<file path="config.mk">
export PLATFORM = sky130hd
export DESIGN_NAME = led_controller
export DESIGN_NICKNAME = d
export VERILOG_FILES = /design/src/rtl/led_controller.sv
export SDC_FILE = /design/constraint.sdc
export NUM_CORES = 1
export LEC_CHECK = 0
export ABC_AREA = 1
export CAP_MARGIN = 20
export CORE_MARGIN = 5
export CORE_UTILIZATION = 40
export DETAILED_ROUTE_END_ITERATION = 6
export GPL_TIMING_DRIVEN = 1
export HOLD_SLACK_MARGIN = 0.12
export SLEW_MARGIN = 20
export SYNTH_ARGS = -nofsm -noshare
export SYNTH_HDL_FRONTEND = slang
export SYNTH_SLANG_ARGS = --single-unit
</file>
<file path="constraint.sdc">
create_clock -name clk -period 2.47 [get_ports clk]
set_input_delay 0.3705 -clock clk [delete_from_list [all_inputs] [get_ports clk]]
set_output_delay 0.3705 -clock clk [all_outputs]
set_load 0.01 [all_outputs]
</file>
<file path="src/rtl/led_controller.sv">
// DMA LED controller: copies LED_COUNT brightness words from data memory into a
// shadow file, commits them atomically, and drives one PWM output per LED.
module led_controller #(
  parameter int          LED_COUNT  = 8,
  parameter logic [15:0] LED_ADDR   = 16'h1F00,
  parameter int          ADDR_WIDTH = 13,
  parameter int          PWM_WIDTH  = 8
) (
  input  logic                  clk,
  input  logic                  reset,
  input  logic                  copy_start,
  output logic                  mem_re,
  output logic [ADDR_WIDTH-1:0] mem_din_addr,
  input  logic [15:0]           mem_din,
  output logic                  busy,
  output logic                  done,
  output logic [LED_COUNT-1:0]  led_out
);

  localparam int IDX_W = (LED_COUNT > 1) ? $clog2(LED_COUNT) : 1;
  localparam logic [ADDR_WIDTH-1:0] BASE = LED_ADDR[ADDR_WIDTH-1:0];
  localparam logic [ADDR_WIDTH-1:0] LAST = BASE + ADDR_WIDTH'(LED_COUNT - 1);

  typedef enum logic [1:0] {IDLE, READ, DRAIN} state_t;

  state_t                state, state_nxt;
  logic [ADDR_WIDTH-1:0] addr, addr_nxt;
  logic [IDX_W-1:0]      rd_idx, rd_idx_nxt;
  logic                  commit;

  logic                  vld_p0;
  logic [IDX_W-1:0]      idx_p0;

  logic [PWM_WIDTH-1:0]  din_w;
  logic                  unused_din;
  logic [PWM_WIDTH-1:0]  shadow [LED_COUNT];
  logic [PWM_WIDTH-1:0]  active [LED_COUNT];
  logic [PWM_WIDTH-1:0]  cnt;

  assign din_w        = mem_din[PWM_WIDTH-1:0];
  assign unused_din   = ^mem_din[15:PWM_WIDTH];
  assign mem_din_addr = addr;
  assign busy         = (state != IDLE);

  always_comb begin
    state_nxt  = state;
    addr_nxt   = addr;
    rd_idx_nxt = rd_idx;
    mem_re     = 1'b0;
    commit     = 1'b0;
    case (state)
      IDLE: begin
        if (copy_start) begin
          state_nxt  = READ;
          addr_nxt   = BASE;
          rd_idx_nxt = '0;
        end
      end
      READ: begin
        mem_re = 1'b1;
        if (addr == LAST) begin
          state_nxt = DRAIN;
        end else begin
          addr_nxt   = addr + ADDR_WIDTH'(1);
          rd_idx_nxt = rd_idx + IDX_W'(1);
        end
      end
      DRAIN: begin
        commit     = 1'b1;
        state_nxt  = IDLE;
        addr_nxt   = BASE;
        rd_idx_nxt = '0;
      end
      default: state_nxt = IDLE;
    endcase
  end

  always_ff @(posedge clk) begin
    if (reset) begin
      state  <= IDLE;
      addr   <= BASE;
      rd_idx <= '0;
      vld_p0 <= 1'b0;
      idx_p0 <= '0;
      done   <= 1'b0;
    end else begin
      state  <= state_nxt;
      addr   <= addr_nxt;
      rd_idx <= rd_idx_nxt;
      vld_p0 <= mem_re;
      idx_p0 <= rd_idx;
      done   <= commit;
    end
  end

  // p0 -> capture: read data arrives one cycle after its address.
  // The last word is bypassed straight into the commit so every LED switches on the same edge.
  always_ff @(posedge clk) begin
    if (reset) begin
      for (int j = 0; j < LED_COUNT; j++) begin
        shadow[j] <= '0;
        active[j] <= '0;
      end
    end else begin
      if (vld_p0) shadow[idx_p0] <= din_w;
      if (commit) begin
        for (int j = 0; j < LED_COUNT; j++) begin
          active[j] <= (vld_p0 && (idx_p0 == IDX_W'(j))) ? din_w : shadow[j];
        end
      end
    end
  end

  // PWM stage: free-running counter; never restarted by a commit.
  always_ff @(posedge clk) begin
    if (reset) begin
      cnt     <= '0;
      led_out <= '0;
    end else begin
      cnt <= cnt + PWM_WIDTH'(1);
      for (int i = 0; i < LED_COUNT; i++) begin
        led_out[LED_COUNT-1-i] <= (cnt < active[i]);
      end
    end
  end

endmodule

</file>
; Yosys cells after proc, flatten, opt, wreduce, memory -nomap -nowiden
; Memory sizes are Yosys's and may differ from the RTL's.
; Cells that the tools add are included.
[op_classes]
addsub = 3
multipliers = 0
div_mod_pow = 0
n_lt_le_gt_ge = 8
n_eq_ne = 13
n_shift = 0
n_mux = 38
n_bitwise = 8
n_reduce_logical = 15
[ops]
columns = cell, count
row1 = $mux W8, 17
row2 = $lt A8 B8 Y1, 8
row3 = $pmux W13 S3, 1
row4 = $mux W13, 2
row5 = $add A13 B1 Y13 const B, 1
row6 = $eq A13 B13 Y1 const B, 1
row7 = $eq A3 B3 Y1 const B, 4
row8 = $mux W1, 11
row9 = $mux W3, 3
row10 = $pmux W3 S3, 1
row11 = $add A8 B1 Y8 const B, 1
row12 = $logic_and A1 B1 Y1, 8
row13 = $or A1 B1 Y1, 8
row14 = $reduce_or A8 Y1, 1
row15 = $eq A3 B2 Y1 const B, 2
row16 = $ne A2 B2 Y1 const B, 3
row17 = $mux W2, 2
row18 = $pmux W2 S2, 1
row19 = $add A3 B1 Y3 const B, 1
row20 = $eq A3 B1 Y1 const B, 1
row21 = $logic_not A3 Y1, 1
row22 = $reduce_and A3 Y1, 1
row23 = $reduce_bool A3 Y1, 1
row24 = $eq A2 B1 Y1 const B, 1
row25 = 4 further kinds, 4
[totals]
register_bits = 39
latch_bits = 0
ramBits = 128
mem_bits_ro = 0
in_bits = 19
output_inout_bits = 24
word_cells = 95
mem_count = 2
[memory_table]
columns = memory, words, word_bits, read_ports, rd_clocked_by_memory_dff, write_ports, line_no
row1 = active, 8, 8, 8, 0, 8, 37  ; logic [PWM_WIDTH-1:0] active [LED_COUNT];
row2 = shadow, 8, 8, 8, 0, 8, 36  ; logic [PWM_WIDTH-1:0] shadow [LED_COUNT];

; Depth between registers and ports, before layout
; Gate-level depths: netlist of run 1.
[depth]
depth_word = 6
depth_mapped = 9

; Least setup slack after synthesis of run 1
; No wires, ideal clock.
[synth_timing]
kind = in2reg
start = in reset
end = reg addr[0] (netlist: mem_din_addr[0])
setup_time_ns = 0.064
arrival_time_ns = 2.376
required_time_ns = 2.406
slack_ns = 0.030
stages = 6
path_buffers = 1
path_cell_list = clkbuf_8 inv_2 nand2_1 a21oi_1 nand2_1 nor2_1
[synth_lines]
columns = element, line_no
row1 = from (decl), 10  ; input logic reset,
row2 = to (signal assigned), 88  ; addr <= addr_nxt;
row3 = to (decl), 27  ; logic [ADDR_WIDTH-1:0] addr, addr_nxt;

; Final worst setup path of run 1
[layout_timing]
start = reg state[0]
end = out mem_re
[layout_between]
elab_chain_len = 2
[layout_rtl]
columns = element, line_no
row1 = from (decl), 26  ; state_t state, state_nxt;
row2 = from (signal assigned), 87  ; state <= state_nxt;
row3 = $eq A2 B1 Y1, 51  ; case (state)
row4 = $mux W1, 51
row5 = to (decl), 12  ; output logic mem_re,
; No other way between the ends.

==> results.yml, run 1 <==
yosys:
  yosysUniqueCellTypes: 32
  netlist.area_leader.share: 0.466
  synth_cells: 855
  synth_seq_cells: 167
  syn-num-nets: 933
  syn_area_um2: 8240
  yosysSeqAreaShare: 0.561
  syn_area_per_cell_um2: 9.64
  synth-warning-count: 0
  yosys-top-cells-area: "edfxtp_1, dfxtp_1, ha_1"
  synth_top_area_cell: "edfxtp_1"
timing:
  rsz0062_at_grt: "false"
  skew_ps: 7.41
  tns_ps: 0
  fmax_ghz: 0.483
  slew_headroom: 0.473
  finalSetupViolCount: 0
  slew_violations: 0
  fin_crit_sh: 0.839
  worst_pin_slew_ps: 789
  hold_violations: 0
  period_needed_ps: 2070
cells_and_area:
  seqCellArea_um2: 4620
  antenna-diode-count: 0
  final_common_cell: "nand2_1"
  most-common-layout-cells: "nand2_1, edfxtp_1, inv_1"
  drive_above_1_share: 0.106
  area_growth_pct: 15.9
  fillCellCount: 1849
  final_util: 0.472
  multiInputGateArea_um2: 3060
  instances_no_fill: 1200
  layout.nets: 995
critical_path:
  critPathLaunchType: "flop"
  reg2reg_from: "idx_p0[0]"
  reg2reg_depth: 6
  cp-startpoint: "state[0]"
  crit_required_ps: 2100
  r2r_slack_ps: 600
  cp-endpoint: "mem_re"
  path_max_fanout: 14
  critical_path_class: "reg -> out"
  critical_path_arrival_ps: 1700
  cp-end-kind: "output pin"
  timing.rr.end: "active[0][1]"
power_and_ir_drop:
  p_leak_uw: 0.00406
  p_comb_frac: 0.076
  intPower_uw: 4780
  switching_share: 0.234
  p_switching_uw: 1460
  pwr_density_cell_nw_per_um2: 654
  seqPwrFrac: 0.509
  power_frac_clock: 0.415
  ir_drop_uv: 437
run_status:
  status: "completed"
global_routing:
  overflow: 0
  antenna_found_initial: 0
  grt_use_total: 0.168
  grt_pass1_vias: 5612
  grt_max_degree: 43
  grt_first_pass_wirelength_mm: 30.6
floorplan:
  rows: 52
  dieArea_um2: 23600
  fp.coreArea_um2: 20200
  die_h_um: 154
  fp.dieW_um: 154
  initial_core_util: 0.407
  ios: 43
routing:
  drc_errors: 0
  routedWlPerCell_um: 16.2
  routed_wl_mm: 19.4
  first_pass_iters: 5
  vias_per_cell: 5.06
  antenna_left: 0
  drt_iter0_markers: 413
  vias: 6069
clock_network:
  clk_path_buf_depth: 2
  cts_setup_buffers: 0
  numCtsBuffers: 17
  cts_tree: "done"
  cts-htree-levels: 4
  cts.sink_count: 167
  cts_hold_buf: 0
  clkTransAtPathRegs_ps: 70
  ctsResizeCount: 0
  clockRootBuffer: "clkbuf_16"
  clock_latency_ps: 430
place:
  portBuffers: 34
  dp_hpwl_mm: 12.7
  place_congestion: 0.796
  dp.cells: 1168
hold_path:
  min_path_type: "in -> reg"
flow_run:
  drv_cap: 0
## worst max-delay path: stages, from the launching register on
cell and delay, ps:
dfxtp_1 350, inv_2 60, nor2_1 80, buf_4 220, clkdlybuf4s50_1 570
## per-stage QoR
stage                     power, µW  hold WS [ps]  setup WS (ps)  instance area, µm²
after global placement         3710           441            502                8990
after global routing           6490           394            305                9560
after CTS                      6290           378            389                9560
after floorplan                3520           429           30.1                8240
final                          6250           376            398                9560
after detailed placement       3720           448            478                8990
## cell usage after synthesis
cell        n
a21oi_1    94
a21oi_2     2
a31o_2     16
buf_2       6
buf_6       1
buf_8       1
clkbuf_1    5
clkbuf_8    3
dfxtp_1    39
edfxtp_1  128
ha_1       59
inv_1     111
inv_2       8
nand2_1   176
nand2_2     2
nand2_4     2
nand3_1    40
nand3_2     4
nand3b_1    4
nand4_1     4
nor2_1     95
nor2_2      7
nor2_4      2
nor3_1     12
o21ai_0    20
o21ai_1     1
o21ai_2     1
o21bai_1    1
o31a_1      8
or2_2       1
xnor2_1     1
xor2_1      1
## state kept, by name, indices dropped and copies added, names as in the netlist
register	cells
done	1
rd_idx	3
vld_p0	1
led_out	8
active	64
mem_din_addr	13
cnt	8
shadow	64
state	2
idx_p0	3
## final cells by class
| class | count | area share |
|---|---|---|
| Timing Repair Buffer | 59 | 0.0547 |
| Clock buffer | 20 | 0.0457 |
| Multi-Input combinational cell | 553 | 0.320 |
| Inverter | 119 | 0.0467 |
| Sequential cell | 167 | 0.484 |
| Clock inverter | 12 | 0.0135 |
| Tap cell | 270 | 0.0354 |
## metal layers
layer / share of wire / GRT usage / wire, µm
met5: 0 / 0 / 0
met4: 0.029 / 0.0719 / 559
met3: 0.049 / 0.0273 / 944
met2: 0.47 / 0.270 / 9070
met1: 0.45 / 0.226 / 8810
## power by group through the flow
stage	Combinational [µW]	Clock, µW	Sequential (µW)
global route	533	2760	3190
finish	473	2590	3180
CTS	480	2630	3180
detailed placement	478	0	3240
floorplan	285	0	3230
global placement	472	0	3240
## kinds of logic after synthesis
logic type                 share of synthesized area
buffers and inverters                         0.0683
xor gates and xnor gates                     0.00213
and+or+nand+nor                                0.180
adders and majority gates                     0.0896
DFF                                            0.561
AOI/OAI and AO/OA                             0.0994
## worst min-delay path by stage
stage / startpoint / end / slack, ps / cells past startpoint
3_3_place_gp: cnt[0] / cnt[0] / 440 / 1
4_1_cts: reset / mem_din_addr[8] / 380 / 3
2_1_floorplan: rd_idx[2] / idx_p0[2] / 430 / 2
3_5_place_dp: cnt[0] / cnt[0] / 450 / 1
6_report: reset / mem_din_addr[9] / 380 / 3
5_1_grt: reset / mem_din_addr[8] / 390 / 3
Note: power is estimated with default switching activity, not from simulation.
==> inputs of run 2 (changes only) <==
clock period = 1.97 ns   (was 2.47 ns; I/O delays follow)
==> run 2 against run 1 <==
Against the previous run:
- worst setup slack worse by 250 ps
- first-iteration DRC count down 1.2%
- sequential share of layout area down 0.81 points
- critical endpoint is now mem_din_addr[4]
- highest routed layer unchanged
- critical path type unchanged
- combinational power up 34%
==> results.yml, run 2 (synthesis gave the netlist of run 1 again) <==
clock_network:
  clk_path_buf_depth: 2
  clockRootBuffer: "clkbuf_16"
  ctsResizeCount: 0
  numCtsBuffers: 17
  cts_setup_buffers: 0
  clkTransAtPathRegs_ps: 60
  clock_latency_ps: 440
  cts.sink_count: 167
  cts_tree: "done"
  cts-htree-levels: 4
  cts_hold_buf: 0
floorplan:
  fp.coreArea_um2: 20200
  fp.dieW_um: 154
  die_h_um: 154
  initial_core_util: 0.407
  dieArea_um2: 23600
  rows: 52
  ios: 43
place:
  dp.cells: 1183
  dp_hpwl_mm: 13.4
  place_congestion: 0.832
  portBuffers: 34
  dpl_cell_area_um2: 9140
timing:
  period_needed_ps: 1830
  worst_pin_slew_ps: 606
  finalSetupViolCount: 0
  slew_violations: 0
  tns_ps: 0
  fmax_ghz: 0.548
  fin_crit_sh: 0.927
  hold_violations: 0
  slew_headroom: 0.596
  rsz0062_at_grt: "false"
  skew_ps: 8.78
routing:
  wl_met3_um: 900
  routed_wl_mm: 19.5
  topRoutingLayerUsed: "met4"
  drt_iter0_markers: 408
  wl_met1_mm: 8.83
  vias_per_cell: 5.02
  wl_met2_mm: 9.36
  drc_errors: 0
  vias: 6102
  first_pass_iters: 5
  antenna_left: 0
  routedWlPerCell_um: 16.1
cells_and_area:
  final_common_cell: "nand2_1"
  drive_above_1_share: 0.124
  area_growth_pct: 17.9
  stdcell_area_um2: 9720
  layout.nets: 1010
  antenna-diode-count: 0
  fillCellCount: 1887
  final_util: 0.480
  instances_no_fill: 1215
  most-common-layout-cells: "nand2_1, edfxtp_1, inv_1"
global_routing:
  overflow: 0
  grt_max_degree: 65
  grt_first_pass_wirelength_mm: 31.3
  grt_use_total: 0.171
  grt_pass1_vias: 5847
  antenna_found_initial: 0
critical_path:
  cp-end-kind: "output pin"
  critical_path_class: "reg -> out"
  cp_slowest_cell: "clkdlybuf4s50_1"
  critPathLaunchType: "flop"
  critical_path_arrival_ps: 1530
  crit_buf_inv: 1
  path_max_fanout: 8
  worstPathCellList: "clkdlybuf4s50_1"
  max_stage_delay_ps: 600
  crit_required_ps: 1670
  cpLargestDelayFamily: "buffers and inverters"
power_and_ir_drop:
  ir_drop_uv: 503
  pwr_density_cell_nw_per_um2: 816
  power_uw: 7930
  p_leak_uw: 0.00417
run_status:
  status: "completed"
hold_path:
  min_path_type: "in -> reg"
flow_run:
  drv_cap: 0
==> run 2: layer usage <==
| layer | vias up | track usage |
|---|---|---|
| met5 | - | 0 |
| met4 | 0 | 0.0601 |
| met3 | 28 | 0.0371 |
| met2 | 140 | 0.280 |
| met1 | 2889 | 0.225 |
| li1 | 3045 | - |
==> run 2: area by class of cell <==
cell class | count | area, µm² | share of cell area
sequential | 167 | 4620 | 0.476
clock buffer | 17 | 425 | 0.0438
timing repair buffer | 74 | 673 | 0.0693
tap | 270 | 338 | 0.0348
clock inverter | 15 | 153 | 0.0157
inverter | 119 | 447 | 0.0460
multi-input combinational | 553 | 3060 | 0.315
==> run 2: final timing paths <==
check	from	end	slack, ps	cells after the start
setup / recovery	mem_din_addr[4]	mem_din_addr[4]	140	1
hold / removal	reset	led_out[1]	200	2
setup reg to reg	cnt[1]	led_out[6]	300	7
hold reg to reg	cnt[0]	cnt[0]	470	1
==> run 2: power breakdown <==
part           internal [µW]  leakage, µW  switching, µW
combinational            239      0.00225            393
clock                   1870     0.000281           1440
sequential              3920      0.00164           62.4
total                   6030      0.00417           1900
==> run 2: per-stage QoR <==
stage | hold WS (ps) | setup WS (ps)
after floorplan | 429 | 214
after global placement | 444 | 322
after detailed placement | 451 | 314
after CTS | 194 | 133
after global routing | 214 | 102
final | 199 | 144
